[src/rtl/seq_divider_if.sv]
// Handshake and operand/result bundle for the sequential divider.
//   start, signed_op, dividend, divisor  : request side, driven by the master
//   quotient, remainder                   : registered results, driven by the slave
//   ready, busy, div_by_zero, overflow    : completion pulse and status, driven by the slave
interface seq_divider_if #(
    parameter int unsigned WIDTH = 16
) ();
    logic             start;
    logic             signed_op;
    logic [WIDTH-1:0] dividend;
    logic [WIDTH-1:0] divisor;
    logic [WIDTH-1:0] quotient;
    logic [WIDTH-1:0] remainder;
    logic             ready;
    logic             busy;
    logic             div_by_zero;
    logic             overflow;

    modport master (
        output start, signed_op, dividend, divisor,
        input  quotient, remainder, ready, busy, div_by_zero, overflow
    );

    modport slave (
        input  start, signed_op, dividend, divisor,
        output quotient, remainder, ready, busy, div_by_zero, overflow
    );
endinterface

[src/rtl/seq_divider.sv]
// Iterative radix-2 restoring divider, one quotient bit per cycle.
// Fixed latency of WIDTH+1 edges from the accept edge, signed or unsigned operands.
//   clk : clock, rising edge
//   rst : synchronous active-high reset, aborts any operation in flight
//   bus : seq_divider_if slave (start/operands in, quotient/remainder/ready/busy/flags out)
module seq_divider #(
    parameter int unsigned WIDTH = 16
) (
    input logic          clk,
    input logic          rst,
    seq_divider_if.slave bus
);
    localparam int unsigned CW = $clog2(WIDTH + 1);
    localparam logic [WIDTH-1:0] MinVal  = {1'b1, {(WIDTH - 1){1'b0}}};
    localparam logic [WIDTH-1:0] AllOnes = {WIDTH{1'b1}};

    typedef enum logic [1:0] {StIdle, StDivide, StFixup} state_t;

    state_t           state;
    logic [CW-1:0]    count;
    logic [WIDTH-1:0] rem;       // partial remainder
    logic [WIDTH-1:0] quo;       // dividend magnitude shifting out, quotient bits shifting in
    logic [WIDTH-1:0] dmag;      // divisor magnitude
    logic [WIDTH-1:0] dvd_raw;   // raw dividend, returned as remainder on divide-by-zero
    logic             neg_quo;
    logic             neg_rem;
    logic             dbz_pend;
    logic             ovf_pend;

    logic [WIDTH-1:0] quotient_r;
    logic [WIDTH-1:0] remainder_r;
    logic             ready_r;
    logic             busy_r;
    logic             dbz_r;
    logic             ovf_r;

    // Operand magnitudes at accept; -MIN wraps to MIN, which read unsigned is 2^(WIDTH-1).
    logic             a_neg;
    logic             b_neg;
    logic [WIDTH-1:0] dvd_mag;
    logic [WIDTH-1:0] dvs_mag;

    always_comb begin
        a_neg   = bus.signed_op & bus.dividend[WIDTH-1];
        b_neg   = bus.signed_op & bus.divisor[WIDTH-1];
        dvd_mag = a_neg ? (~bus.dividend + 1'b1) : bus.dividend;
        dvs_mag = b_neg ? (~bus.divisor + 1'b1) : bus.divisor;
    end

    // One restoring step: shift {rem,quo} left and trial-subtract the divisor.
    // The extra MSB on the subtract is the borrow; clear borrow means trial >= 0.
    logic [WIDTH:0]   shifted;
    logic [WIDTH+1:0] trial;
    logic             trial_ok;
    logic             unused_trial_bit;

    always_comb begin
        shifted          = {rem, quo[WIDTH-1]};
        trial            = {1'b0, shifted} - {2'b00, dmag};
        trial_ok         = ~trial[WIDTH+1];
        // rem < dmag always holds, so the accepted trial fits in WIDTH bits.
        unused_trial_bit = trial[WIDTH];
    end

    logic [WIDTH-1:0] quo_fix;
    logic [WIDTH-1:0] rem_fix;

    always_comb begin
        quo_fix = neg_quo ? (~quo + 1'b1) : quo;
        rem_fix = neg_rem ? (~rem + 1'b1) : rem;
    end

    always_ff @(posedge clk) begin
        if (rst) begin
            state       <= StIdle;
            count       <= '0;
            rem         <= '0;
            quo         <= '0;
            dmag        <= '0;
            dvd_raw     <= '0;
            neg_quo     <= 1'b0;
            neg_rem     <= 1'b0;
            dbz_pend    <= 1'b0;
            ovf_pend    <= 1'b0;
            quotient_r  <= '0;
            remainder_r <= '0;
            ready_r     <= 1'b0;
            busy_r      <= 1'b0;
            dbz_r       <= 1'b0;
            ovf_r       <= 1'b0;
        end else begin
            ready_r <= 1'b0;
            unique case (state)
                StIdle: begin
                    if (bus.start) begin
                        rem      <= '0;
                        quo      <= dvd_mag;
                        dmag     <= dvs_mag;
                        dvd_raw  <= bus.dividend;
                        neg_quo  <= a_neg ^ b_neg;
                        neg_rem  <= a_neg;
                        dbz_pend <= (bus.divisor == '0);
                        ovf_pend <= bus.signed_op && (bus.dividend == MinVal)
                                    && (bus.divisor == AllOnes);
                        count    <= '0;
                        busy_r   <= 1'b1;
                        dbz_r    <= 1'b0;
                        ovf_r    <= 1'b0;
                        state    <= StDivide;
                    end
                end
                StDivide: begin
                    if (trial_ok) begin
                        rem <= trial[WIDTH-1:0];
                        quo <= {quo[WIDTH-2:0], 1'b1};
                    end else begin
                        rem <= shifted[WIDTH-1:0];
                        quo <= {quo[WIDTH-2:0], 1'b0};
                    end
                    count <= count + CW'(1);
                    if (count == CW'(WIDTH - 1)) begin
                        state <= StFixup;
                    end
                end
                StFixup: begin
                    if (dbz_pend) begin
                        quotient_r  <= AllOnes;
                        remainder_r <= dvd_raw;
                        dbz_r       <= 1'b1;
                        ovf_r       <= 1'b0;
                    end else if (ovf_pend) begin
                        quotient_r  <= MinVal;
                        remainder_r <= '0;
                        dbz_r       <= 1'b0;
                        ovf_r       <= 1'b1;
                    end else begin
                        quotient_r  <= quo_fix;
                        remainder_r <= rem_fix;
                        dbz_r       <= 1'b0;
                        ovf_r       <= 1'b0;
                    end
                    ready_r <= 1'b1;
                    busy_r  <= 1'b0;
                    state   <= StIdle;
                end
                default: state <= StIdle;
            endcase
        end
    end

    assign bus.quotient    = quotient_r;
    assign bus.remainder   = remainder_r;
    assign bus.ready       = ready_r;
    assign bus.busy        = busy_r;
    assign bus.div_by_zero = dbz_r;
    assign bus.overflow    = ovf_r;
endmodule

[src/flat_wrapper.sv]
// flat-port wrapper written by rule: the top's interface ports become plain ports
module seq_divider_flat 
#(
    parameter int unsigned WIDTH = 16
)
  (clk, rst, bus_start, bus_signed_op, bus_dividend, bus_divisor, bus_quotient, bus_remainder, bus_ready, bus_busy, bus_div_by_zero, bus_overflow);
  seq_divider_if #(.WIDTH(WIDTH)) bus_i ();
  input logic clk;
  input logic rst;
  input wire logic [$bits(bus_i.start)-1:0] bus_start;
  input wire logic [$bits(bus_i.signed_op)-1:0] bus_signed_op;
  input wire logic [$bits(bus_i.dividend)-1:0] bus_dividend;
  input wire logic [$bits(bus_i.divisor)-1:0] bus_divisor;
  output wire logic [$bits(bus_i.quotient)-1:0] bus_quotient;
  output wire logic [$bits(bus_i.remainder)-1:0] bus_remainder;
  output wire logic [$bits(bus_i.ready)-1:0] bus_ready;
  output wire logic [$bits(bus_i.busy)-1:0] bus_busy;
  output wire logic [$bits(bus_i.div_by_zero)-1:0] bus_div_by_zero;
  output wire logic [$bits(bus_i.overflow)-1:0] bus_overflow;
  assign bus_i.start = bus_start;
  assign bus_i.signed_op = bus_signed_op;
  assign bus_i.dividend = bus_dividend;
  assign bus_i.divisor = bus_divisor;
  assign bus_quotient = bus_i.quotient;
  assign bus_remainder = bus_i.remainder;
  assign bus_ready = bus_i.ready;
  assign bus_busy = bus_i.busy;
  assign bus_div_by_zero = bus_i.div_by_zero;
  assign bus_overflow = bus_i.overflow;
  seq_divider #(.WIDTH(WIDTH)) u_core (.clk(clk), .rst(rst), .bus(bus_i));
endmodule
[config.mk]
export PLATFORM = sky130hd
export DESIGN_NAME = seq_divider_flat
export DESIGN_NICKNAME = d
export VERILOG_FILES = /design/src/rtl/seq_divider_if.sv /design/src/rtl/seq_divider.sv /design/src/flat_wrapper.sv
export SDC_FILE = /design/constraint.sdc
export NUM_CORES = 1
export LEC_CHECK = 0
export CORE_MARGIN = 1.5
export CORE_UTILIZATION = 61
export DETAILED_ROUTE_END_ITERATION = 16
export PLACE_DENSITY_LB_ADDON = 0.3
export REMOVE_ABC_BUFFERS = 1
export SLEW_MARGIN = 0
export SYNTH_ARGS = -nofsm -noshare
export SYNTH_HDL_FRONTEND = slang
export SYNTH_SLANG_ARGS = --single-unit
export TNS_END_PERCENT = 50
[constraint.sdc]
create_clock -name clk -period 4.95 [get_ports clk]
set_input_delay 0.99 -clock clk [delete_from_list [all_inputs] [get_ports clk]]
set_output_delay 0.99 -clock clk [all_outputs]
set_load 0.005 [all_outputs]
### Word level (Yosys, flattened, before mapping)

Cells that the tools add are included.

| storage, ports and cells | value |
|---|---|
| word-level logic and storage cells | 74 |
| input bits | 36 |
| register bits | 111 |

| cells by class | value |
|---|---|
| mux-type cells | 28 |
| eq/ne operators | 7 |
| add/subtract/negate cells | 6 |
| reductions and logical operators | 10 |
| bitwise logic cells | 7 |

Operator list:

| cell | number |
|---|---|
| 2-to-1 mux 16 bit | 11 |
| adder 16 x 1 -> 16 bit, second input constant | 4 |
| NOT 16 bit | 4 |
| case mux 16 bit (2 select lines) | 2 |
| == test 16 bit, second input constant | 2 |
| subtractor 17 x 16 -> 18 bit | 1 |
| logical NOT 16 bit | 1 |
| case mux 5 bit (2 select lines) | 1 |
| AND reduction 2 bit | 4 |
| 2-to-1 mux 1 bit | 7 |
| case mux 1 bit (2 select lines) | 3 |
| adder 5 x 1 -> 5 bit, second input constant | 1 |
| == test 5 x 4 -> 1 bit, second input constant | 1 |
| 2-to-1 mux 5 bit | 1 |
| 2-to-1 mux 2 bit | 2 |
| case mux 2 bit (2 select lines) | 1 |
| nonzero test 2 bit | 2 |
| AND 1 bit | 2 |
| == test 2 x 1 -> 1 bit, second input constant | 1 |
| == test 2 bit, second input constant | 1 |
| logical AND 1 bit | 2 |
| logical NOT 2 bit | 1 |
| != test 2 x 1 -> 1 bit, second input constant | 1 |
| != test 2 bit, second input constant | 1 |
| XOR 1 bit | 1 |

### Longest topological paths before layout

| depth | value |
|---|---|
| depth in word-level cells | 5 |
| gate-level depth with buffers | 10 |
| mapped depth without buffers | 9 |

### Least setup slack after synthesis

Ideal clock, no wire load.

| timing | value |
|---|---|
| kind | input to register |
| from | in bus_dividend[6] |
| to | reg u_core.quo[15] |
| arrival time | 2.628 ns |
| cell stages on the path | 5 |
| setup time | 0.070 ns |
| data required time | 4.880 ns |
| setup slack | 2.252 ns |
| cell sequence | or4_1 nor4_2 nand2_1 or4b_2 a21oi_1 |

| between the ends | value |
|---|---|
| cells in the longest elaborated chain, start to end | 5 |

Ends and longest elaborated chain:

| what | line | RTL |
|---|---|---|
| from (decl) | flat_wrapper.sv:12 | `input wire logic [$bits(bus_i.dividend)-1:0] bus_dividend;` |
| NOT 16 bit | seq_divider.sv:46 | `dvd_mag = a_neg ? (~bus.dividend + 1'b1) : bus.dividend;` |
| adder 16 x 1 -> 16 bit | seq_divider.sv:46 |  |
| 2-to-1 mux 16 bit | seq_divider.sv:46 |  |
| 2-to-1 mux 16 bit | seq_divider.sv:95 | `if (bus.start) begin` |
| case mux 16 bit (2 select lines) | seq_divider.sv:93 | `unique case (state)` |
| to (signal assigned) | seq_divider.sv:97 | `quo <= dvd_mag;` |
| to (signal assigned) | seq_divider.sv:115 | `quo <= {quo[WIDTH-2:0], 1'b1};` |
| to (signal assigned) | seq_divider.sv:118 | `quo <= {quo[WIDTH-2:0], 1'b0};` |
| to (decl) | seq_divider.sv:22 | `logic [WIDTH-1:0] quo;` |

Every way passes these cells. The select of a mux whose other input is x is not followed.
A chain may end at the register's enable or synchronous reset.

### Worst setup path in the final report

| timing | value |
|---|---|
| from | reg u_core.rem[9] |
| to | reg u_core.rem[2] |

| between the ends | value |
|---|---|
| cells in the longest elaborated chain, start to end | 3 |

Ends and longest elaborated chain:

| what | line | RTL |
|---|---|---|
| from (decl) | seq_divider.sv:21 | `logic [WIDTH-1:0] rem;` |
| from (signal assigned) | seq_divider.sv:114 | `rem <= trial[WIDTH-1:0];` |
| from (signal assigned) | seq_divider.sv:117 | `rem <= shifted[WIDTH-1:0];` |
| subtractor 17 x 16 -> 18 bit | seq_divider.sv:59 | `trial = {1'b0, shifted} - {2'b00, dmag};` |
| 2-to-1 mux 16 bit | seq_divider.sv:113 | `if (trial_ok) begin` |
| case mux 16 bit (2 select lines) | seq_divider.sv:93 |  |

Every way passes these cells.

==> flow_metrics.py <==
metrics = {
    "sta": {
        "slew_headroom": 0.3903,
        "timing.fmax_mhz": 306.3,
        "fin_worst_skew_ns": 0.01252,
        "finalSetupTns_ns": 0,
        "finalSetupViolCount": 0,
        "finalHoldViolCount": 0,
        "tightest_slew_ns": 0.9096,
        "period_needed_ns": 3.265,
        "rsz0062_at_grt": "false",
        "drv_slew": 0,
        "period_share": 0.6596,
        "worst_slack_ns": 1.685,
    },
    "power_and_ir_drop": {
        "max-vdd-ir-drop_mv": 0.1661,
        "p_leak_nw": 2.719,
        "power_density_nw_per_um2": 307.3,
    },
    "critical_path": {
        "r2r_slack_ns": 1.69,
        "reg2reg_depth": 7,
        "crit_path_max_fanout": 19,
        "reg2reg_from": "u_core.rem[9]",
        "end_kind": "flip-flop",
        "crit_path_start_kind": "flip-flop",
        "r2r_end": "u_core.rem[2]",
        "worst-setup-path-type": "reg -> reg",
        "arrival_ns": 3.52,
        "crit_required_ns": 5.20,
    },
    "placement": {
        "io_buffers": 71,
        "dp_hpwl_mm": 12.83,
        "place.gp.congestion": 0.8916,
        "dp_cells": 982,
        "dpl_worst_slack_ns": 1.562,
        "post_dp_cell_area_um2": 7166,
    },
    "route": {
        "ant_nets": 0,
        "wl_mm": 17.32,
        "drt_iter0_markers": 643,
        "vias": 6269,
        "firstDrtPassIters": 5,
        "wl_per_cell_um": 17.36,
        "viasPerCell": 6.282,
        "drcViolationCount": 0,
    },
    "logic_synthesis": {
        "synth_area_leaders": "dfxtp_1 (35%), nand2_1 (6.2%), a21oi_1 (5.0%), ha_1 (4.5%), nor2_1 (4.3%)",
        "synth_commonest_cells": "dfxtp_1 (111), nand2_1 (105), nor2_1 (74)",
        "yosys.area.top_type_share": 0.3477,
        "async_flop_share": 0,
        "synth_xor_area_frac": 0.08085,
        "synthAdderAreaFrac": 0.04816,
        "ys_warn_count": 0,
        "synth-seq-cells": 111,
        "synthFlopType": "dfxtp_1",
        "synth_top_family_by_area": "compound AO/OA/AOI/OAI gates",
        "yosys.area_share.simple": 0.2038,
        "synth_most_common_cell": "dfxtp_1",
        "muxShareOfSynthArea": 0.006460,
        "synth.distinct_cells": 63,
        "synth_top_cell_by_area": "dfxtp_1",
        "synth_compound_area_frac": 0.2659,
        "ys_seq_area_frac": 0.3477,
        "syn_area_um2": 6391,
        "syn_avg_cell_area_um2": 7.852,
        "synth_edf_count": 0,
        "synthCells": 814,
    },
    "floorplanning": {
        "fp.dieW_um": 105.4,
        "io_pins": 72,
        "start_util": 0.6247,
        "die_h_um": 105.4,
        "dieArea_um2": 11100,
        "core_um2": 10230,
        "num_rows": 37,
    },
    "min_path": {
        "min-delay-start": "u_core.dmag[15]",
        "hold_end": "u_core.dmag[15]",
        "holdPathStages": 2,
        "hold_class": "reg -> reg",
    },
    "layout": {
        "seq_area_um2": 2222,
        "nets": 917,
        "fillCellCount": 824,
        "area_growth_pct": 15.09,
        "stdcell_count": 998,
        "drive_above_1_share": 0.05336,
        "final_area_um2": 7356,
        "multi_input_area_um2": 3880,
        "diodes": 0,
    },
    "clock_tree": {
        "clk_pin_slew_ns": 0.11,
        "htree_levels": 3,
        "clkLatencyLatePin_ns": 0.39,
        "cts_hold_buf": 0,
        "cts_buffers": 9,
        "cts_setup_buffers": 0,
        "cts_sinks": 111,
        "clockBufferDepth": 2,
        "cts_tree": "yes",
        "ctsRootBufferMaster": "clkbuf_8",
        "cts_resized": 0,
    },
    "outcome": {
        "status": "finished clean",
    },
    "global_routing": {
        "grt_pass1_wl_mm": 28.37,
        "grt_usage": 0.3180,
        "grt_max_degree": 42,
        "grt_overflow": 0,
        "antenna_found_initial": 0,
        "grt_pass1_vias": 5853,
    },
    "job": {
        "drv_cap": 0,
    },
}
metrics by stage:
stage / hold slack, ns / power, mW / utilization
2_1_floorplan: 0.4258 / 1.505 / -
3_3_place_gp: 0.4453 / 1.702 / 0.7004
3_5_place_dp: 0.4464 / 1.721 / 0.7004
4_1_cts: 0.4669 / 2.244 / 0.7190
5_1_grt: 0.4752 / 2.376 / 0.7190
6_report: 0.4654 / 2.261 / 0.7190
logic make-up after synthesis:
group,count (synthesis)
AND/OR/NAND/NOR,278
AO/OA/AOI/OAI,258
flip-flops,111
buffers and inverters,80
XOR/XNOR,59
adder cells (fa/ha/maj),24
multiplexers,4
where the power goes:
part	switching, mW	leakage (nW)	internal, mW
clock network	0.325	0.0963	0.215
logic	0.422	1.72	0.286
registers	0.0706	0.904	0.942
total	0.818	2.72	1.44
sequential cells by signal (all words and copies together) (netlist names):
signal and count:
u_core.quo 16, u_core.state 2, u_core.rem 16, u_core.bus.overflow 1, u_core.dvd_raw 16, u_core.bus.remainder 16, u_core.bus.div_by_zero 1, u_core.ovf_pend 1
u_core.dmag 16, u_core.count 5, u_core.neg_quo 1, u_core.bus.quotient 16, u_core.bus.busy 1, u_core.dbz_pend 1, u_core.neg_rem 1, u_core.bus.ready 1
layout make-up:
cell class / count / share of cell area
clock buffer: 11 / 0.02058
clock inverter: 5 / 0.005273
inverter: 32 / 0.01633
multi-input combinational: 623 / 0.5275
sequential: 111 / 0.3021
tap: 136 / 0.02313
timing repair buffer: 80 / 0.1051
cells in the final DEF, fill, tap and decap left out, types with 20 or more instances in the layout:
master	instances
dfxtp_1	111
nand2_1	105
nor2_1	73
clkdlybuf4s50_1	70
a21oi_1	64
o21ai_0	51
inv_1	32
xor2_1	31
xnor2_1	28
a22oi_1	28
ha_1	23
a211oi_1	20
per-layer routing:
metal,up-vias,routed length [um],GRT usage,share of wire
met5,-,0,0,0
met1,2883,7567,0.4321,0.44
met2,319,7735,0.4911,0.45
met3,51,1472,0.05937,0.085
met4,0,546,0.1429,0.032
li1,3016,-,-,-
worst max-delay path by stage:
stage / slack (ns) / from / depth (start not counted) / end
after floorplan: 0.63 / bus_start / 6 / u_core.rem[15]
after global placement: 1.61 / bus_dividend[1] / 9 / u_core.quo[14]
after detailed placement: 1.56 / bus_dividend[1] / 9 / u_core.quo[14]
after CTS: 1.76 / u_core.rem[9] / 7 / u_core.rem[2]
after global routing: 1.56 / u_core.rem[9] / 7 / u_core.rem[2]
final: 1.69 / u_core.rem[9] / 7 / u_core.rem[2]
worst max-delay path: stages, from the launching register on:
cell	delay, ns
dfxtp_1	0.44
ha_1	0.53
and4_1	0.31
nand3_1	0.11
or3b_2	0.52
a21oi_2	0.64
or2_2	0.41
o311ai_0	0.16
(Power assumes the default switching activity.)
